$ cat config.mk
export PLATFORM = sky130hd
export DESIGN_NAME = gray_sum_convert
export DESIGN_NICKNAME = d
export VERILOG_FILES = /design/src/rtl/gray_sum_convert.sv
export SDC_FILE = /design/constraint.sdc
export NUM_CORES = 1
export LEC_CHECK = 0
export BUFFER_PORTS_ARGS = -buffer_cell sky130_fd_sc_hd__buf_2
export CORE_MARGIN = 3
export CORE_UTILIZATION = 38
export CTS_CLUSTER_SIZE = 16
export DETAILED_ROUTE_END_ITERATION = 8
export GPL_TIMING_DRIVEN = 0
export SLEW_MARGIN = 10
export SYNTH_ARGS = -nofsm -noshare
export SYNTH_HDL_FRONTEND = slang
export SYNTH_SLANG_ARGS = --single-unit
$ cat constraint.sdc
create_clock -name clk_i_gray -period 23.3 [get_ports clk_i_gray]
set_clock_uncertainty 0.15 [all_clocks]
set_input_delay 2.33 -clock clk_i_gray [delete_from_list [all_inputs] [get_ports clk_i_gray]]
set_output_delay 2.33 -clock clk_i_gray [all_outputs]
set_load 0.1 [all_outputs]
$ cat src/rtl/gray_sum_convert.sv
// Grayscale sum/convert stage: aligns three weighted float terms,
// adds them and rounds the sum to a saturated pixel value.
`timescale 1ns/1ps
module gray_sum_convert #(
    parameter int PIXEL_WIDTH    = 8,
    parameter int MANTISSA_WIDTH = 23,
    parameter int EXP_WIDTH      = 8,
    parameter int SUM_WIDTH      = 26,
    parameter int MAX_ALIGN      = 26
) (
    input  logic                     clk_i_gray,
    input  logic                     rstn_i_gray,
    input  logic                     en_i_gray,
    input  logic [MANTISSA_WIDTH:0]  mant_i_R,
    input  logic [MANTISSA_WIDTH:0]  mant_i_G,
    input  logic [MANTISSA_WIDTH:0]  mant_i_B,
    input  logic [EXP_WIDTH-1:0]     exp_i_R,
    input  logic [EXP_WIDTH-1:0]     exp_i_G,
    input  logic [EXP_WIDTH-1:0]     exp_i_B,
    output logic [PIXEL_WIDTH-1:0]   gray_o,
    output logic                     gray_valid_o,
    output logic                     busy_o
);
    localparam int MW = MANTISSA_WIDTH + 1;
    localparam int DW = $clog2(MAX_ALIGN + 1);
    localparam int SW = $clog2(SUM_WIDTH);
    localparam logic signed [EXP_WIDTH:0]   LIM_X   = (EXP_WIDTH+1)'(MAX_ALIGN);
    localparam logic [DW-1:0]               LIM_D   = DW'(MAX_ALIGN);
    localparam logic signed [EXP_WIDTH-1:0] E_SAT   = EXP_WIDTH'(PIXEL_WIDTH);
    localparam logic signed [EXP_WIDTH-1:0] E_ZERO  = EXP_WIDTH'(-3);
    localparam logic [SW-1:0]               SH_BASE = SW'(MANTISSA_WIDTH - 1);
    localparam logic [SUM_WIDTH-1:0]        PIX_MAX = SUM_WIDTH'(2**PIXEL_WIDTH - 1);

    localparam logic [2:0] S_IDLE  = 3'd0;
    localparam logic [2:0] S_LOAD  = 3'd1;
    localparam logic [2:0] S_ALIGN = 3'd2;
    localparam logic [2:0] S_ADD   = 3'd3;
    localparam logic [2:0] S_CONV  = 3'd4;

    logic [2:0]                  r_state;
    logic [MW-1:0]               r_mant [3];
    logic signed [EXP_WIDTH-1:0] r_exp  [3];
    logic [DW-1:0]               r_d    [3];
    logic [DW-1:0]               r_cnt;
    logic signed [EXP_WIDTH-1:0] r_emax;
    logic                        r_zero;
    logic [SUM_WIDTH-1:0]        r_sum;
    logic [PIXEL_WIDTH-1:0]      r_gray;
    logic                        r_valid;

    logic signed [EXP_WIDTH-1:0] w_emax;
    logic                        w_any;
    logic [DW-1:0]               w_d [3];
    logic [DW-1:0]               w_n;
    logic [SUM_WIDTH-1:0]        w_sum;
    logic [SW-1:0]               w_sh;
    logic [SUM_WIDTH-1:0]        w_x2;
    logic [SUM_WIDTH-1:0]        w_g;
    logic [PIXEL_WIDTH-1:0]      w_gray;

    // Zero-mantissa channels take no part in picking the common exponent
    always_comb begin
        logic signed [EXP_WIDTH:0] v_diff;
        w_emax = '0;
        w_any  = 1'b0;
        w_n    = '0;
        v_diff = '0;
        for (int c = 0; c < 3; c++) begin
            if (r_mant[c] != '0 && (!w_any || r_exp[c] > w_emax)) begin
                w_emax = r_exp[c];
                w_any  = 1'b1;
            end
        end
        for (int c = 0; c < 3; c++) begin
            v_diff = {w_emax[EXP_WIDTH-1], w_emax}
                   - {r_exp[c][EXP_WIDTH-1], r_exp[c]};
            w_d[c] = '0;
            if (r_mant[c] != '0)
                w_d[c] = (v_diff > LIM_X) ? LIM_D : v_diff[DW-1:0];
            if (w_d[c] > w_n)
                w_n = w_d[c];
        end
    end

    assign w_sum = SUM_WIDTH'(r_mant[0]) + SUM_WIDTH'(r_mant[1])
                 + SUM_WIDTH'(r_mant[2]);

    // Outside -2..7 the result saturates, so only right shifts remain
    assign w_sh = SH_BASE - SW'(r_emax);
    assign w_x2 = r_sum >> w_sh;
    assign w_g  = SUM_WIDTH'(({1'b0, w_x2} + 1'b1) >> 1);

    always_comb begin
        w_gray = w_g[PIXEL_WIDTH-1:0];
        if (r_zero)
            w_gray = '0;
        else if (r_emax >= E_SAT)
            w_gray = '1;
        else if (r_emax <= E_ZERO)
            w_gray = '0;
        else if (w_g > PIX_MAX)
            w_gray = '1;
    end

    always_ff @(posedge clk_i_gray or negedge rstn_i_gray) begin
        if (!rstn_i_gray) begin
            r_state <= S_IDLE;
            r_cnt   <= '0;
            r_emax  <= '0;
            r_zero  <= 1'b0;
            r_sum   <= '0;
            r_gray  <= '0;
            r_valid <= 1'b0;
            for (int c = 0; c < 3; c++) begin
                r_mant[c] <= '0;
                r_exp[c]  <= '0;
                r_d[c]    <= '0;
            end
        end else begin
            r_valid <= 1'b0;
            unique case (r_state)
                S_IDLE: begin
                    if (en_i_gray) begin
                        r_mant[0] <= mant_i_R;
                        r_mant[1] <= mant_i_G;
                        r_mant[2] <= mant_i_B;
                        r_exp[0]  <= exp_i_R;
                        r_exp[1]  <= exp_i_G;
                        r_exp[2]  <= exp_i_B;
                        r_state   <= S_LOAD;
                    end
                end
                S_LOAD: begin
                    r_emax <= w_emax;
                    r_zero <= !w_any;
                    r_cnt  <= w_n;
                    for (int c = 0; c < 3; c++)
                        r_d[c] <= w_d[c];
                    r_state <= (w_n == '0) ? S_ADD : S_ALIGN;
                end
                S_ALIGN: begin
                    for (int c = 0; c < 3; c++) begin
                        if (r_d[c] != '0) begin
                            r_mant[c] <= r_mant[c] >> 1;
                            r_d[c]    <= r_d[c] - 1'b1;
                        end
                    end
                    r_cnt <= r_cnt - 1'b1;
                    if (r_cnt == DW'(1))
                        r_state <= S_ADD;
                end
                S_ADD: begin
                    r_sum   <= w_sum;
                    r_state <= S_CONV;
                end
                S_CONV: begin
                    r_gray  <= w_gray;
                    r_valid <= 1'b1;
                    r_state <= S_IDLE;
                end
                default: r_state <= S_IDLE;
            endcase
        end
    end

    assign gray_o       = r_gray;
    assign gray_valid_o = r_valid;
    assign busy_o       = (r_state != S_IDLE);

endmodule
==> results.md <==
* Routed Wire Length at around 40 mm
* Max-slew headroom at between 30% and 40%
* Max-Cap Viols at 0
* IO buf count at about 110
* Fin Setup TNS at 0 ps
* CTS resizes at 0
* Status: completed
* Critical Path RT at ~24000 ps
* Synth area leaders: dfrtp_1 31%, ha_1 8.0%, nand2_1 7.2%
* Register bit count reported by yosys at between 150 and 200
* Post-synth top area cell: dfrtp_1
* Fmax at around 0.069 GHz
* DR iter-0 viols at a little under 800
* Starting Density at 38.9%
* Endpoint class of the critical path: register
* Worst Path Arrival at between 10000 and 15000 ps
* Fraction of the yosys area taken by sequential cells at ~31%
* HPWL Detailed at about 31 mm
* Fin nets at between 1500 and 2000
* Worst-case hold slack at 353 ps
* Antenna diodes at 0
* Hold Fails Final Rpt at 0
* Layout cells sized above 1 at 14.2%
* Commonest non-fill, non-tap cell in the layout: nand2_1
* Via count at roughly 12000
* Die Ht at 192 um
* EDFF count, synth at 0
* Deepest clock path buffer count at 2
* Pin count of the biggest net entering global routing at between 80 and 90
* Post-Layout Cell Count at approximately 2100
* # setup viols final at 0
* Row cnt at between 60 and 70
* Via/cell ratio at 5.64
* Placed insts at ~2100
* Mapped cell area at between 10000 and 15000 um^2
* CTS tree: built
* Core Area at about 34000 um^2
* Post-synthesis cell type count at 100
* Slowest stage cell, crit path: o41ai_1
* Post-CTS Setup Repair Bufs at 0
* Synth Area per Inst at about 8.6 um^2
* Worst hold path type: reg -> reg
* GRT Total Usage at around 22%
* TritonCTS buffer count at 17
* Hold-fix buffers at CTS at 0
* Fraction of the cycle the final worst path needs at between 60% and 70%
* RSZ-0062 raised after global routing: no
* Kind of launch point of the worst setup path: register
* Final ANT Viol Nets at 0
* Die area at 36900 um^2
* Syn nets at approximately 1700
* I/O Pins at about 110
* Slew Limit Fails at 0
* First-pass GRT wire length at 63.4 mm
* Routability cong. at roughly 0.93
* Vias in the first global route at around 11000
* Pre-antenna DRT Iters at 5
* Crit-path leading delay family: compound AO/OA/AOI/OAI gates
* CTS H-tree depth at 4
* DRC errors left at 0
* Ys async rst share at 100%
* Drt wl/cell at roughly 19 um
* CP peak stage delay at about 800 ps
* Initial antenna violation count at 0
* Slew @ Worst Pin at about 1000 ps
* Worst-path clk slew at 70 ps
* Min cycle time layout at between 10000 and 15000 ps
* Ys flop type: dfrtp_1
* Most common cell on crit path: o21a_1
* Root Buffer: clkbuf_16
* Syn Inst Count at 1526
* Buf+Inv Stages, Crit Path at 4
* Worst skew pair latency at approximately 450 ps
* Global route overflow at 0
* Layout area overhead at 13.2%
* Clk sinks at 163
* Commonest non-fill, non-tap cells in the layout: 252 x nand2_1, 163 x dfrtp_1, 140 x nor2_1
* Ys Warns at 0
* Area share of the largest cell type after synthesis at 31.0%
* Die X at between 150 and 200 um
* CP max FO at 10
* Kind of critical path: reg -> reg
==> worst register-to-register path: cells and delay by family (launching register included) <==
kind | cells | cell delay, ps
mux | 2 | 1080
simple gates | 15 | 2720
compound gates | 31 | 7330
flops | 1 | 480
xor+xnor | 1 | 180
buf+inv | 4 | 870
fa+ha+maj | 5 | 1570
==> cell families after synthesis <==
group                      share of synthesized area (%)
xor gates and xnor gates                            3.39
adders and majority gates                           12.3
buffers and inverters                               5.09
DFF                                                 31.0
muxes                                               8.55
and+or+nand+nor                                     20.5
AOI/OAI and AO/OA                                   19.2
==> metal layers <==
| layer | vias up | wire length [um] | global-route usage, % |
|---|---|---|---|
| li1 | 5773 | - | - |
| met1 | 5744 | 19400 | 32.4 |
| met2 | 358 | 17600 | 32.9 |
| met3 | 50 | 1870 | 3.08 |
| met4 | 0 | 823 | 6.30 |
| met5 | - | 0 | 0 |
==> cell usage after synthesis (all sizes together) (24+ instances only) <==
library cell	instances
nor4	24
xnor2	24
a31oi	83
o21ai	107
nand2	254
mux2i	25
nand3	37
nor2	140
clkbuf	43
a21oi	77
ha	84
fa	28
inv	79
buf	29
mux4	27
dfrtp	163
==> path summary, 6_finish.rpt <==
| check | startpoint | to | slack, ps | cells past startpoint |
|---|---|---|---|---|
| setup / recovery | r_mant[61] | r_state[0] | 8870 | 58 |
| hold / removal | r_sum[0] | r_sum[0] | 350 | 2 |
| setup reg to reg | r_mant[61] | r_state[0] | 8870 | 58 |
| hold reg to reg | r_sum[0] | r_sum[0] | 350 | 2 |
| max in group asynchronous | rstn_i_gray | r_d[3] | 20350 | 2 |
| min in group asynchronous | rstn_i_gray | gray_o[7] | 1730 | 1 |
==> stage by stage <==
step	worst slack (ps)	area (um^2)	util [%]
CTS	9020	14900	44.1
detailed placement	9060	14300	42.3
global route	7770	14900	44.1
finish	8870	14900	44.1
global placement	9050	14300	42.2
floorplan	11900	13200	-
==> flip-flops by register name (all words and copies together) (netlist names) <==
register	cells
r_zero	1
gray_valid_o	1
r_exp	24
r_mant	72
r_sum	26
r_state	3
gray_o	8
r_d	15
r_cnt	5
r_emax	8
==> layout make-up <==
cell class | instances | area (um^2)
Clock inverter | 15 | 175
Sequential cell | 163 | 4080
Fill cell | 3399 | 18900
Buffer | 72 | 369
Inverter | 80 | 300
Tap cell | 448 | 561
Clock buffer | 17 | 425
Timing Repair Buffer | 109 | 578
Multi-Input combinational cell | 1211 | 8400
Power is left out: the tool's default activity adds up to more than one toggle a clock period on the data nets, which glitch-free logic cannot reach.
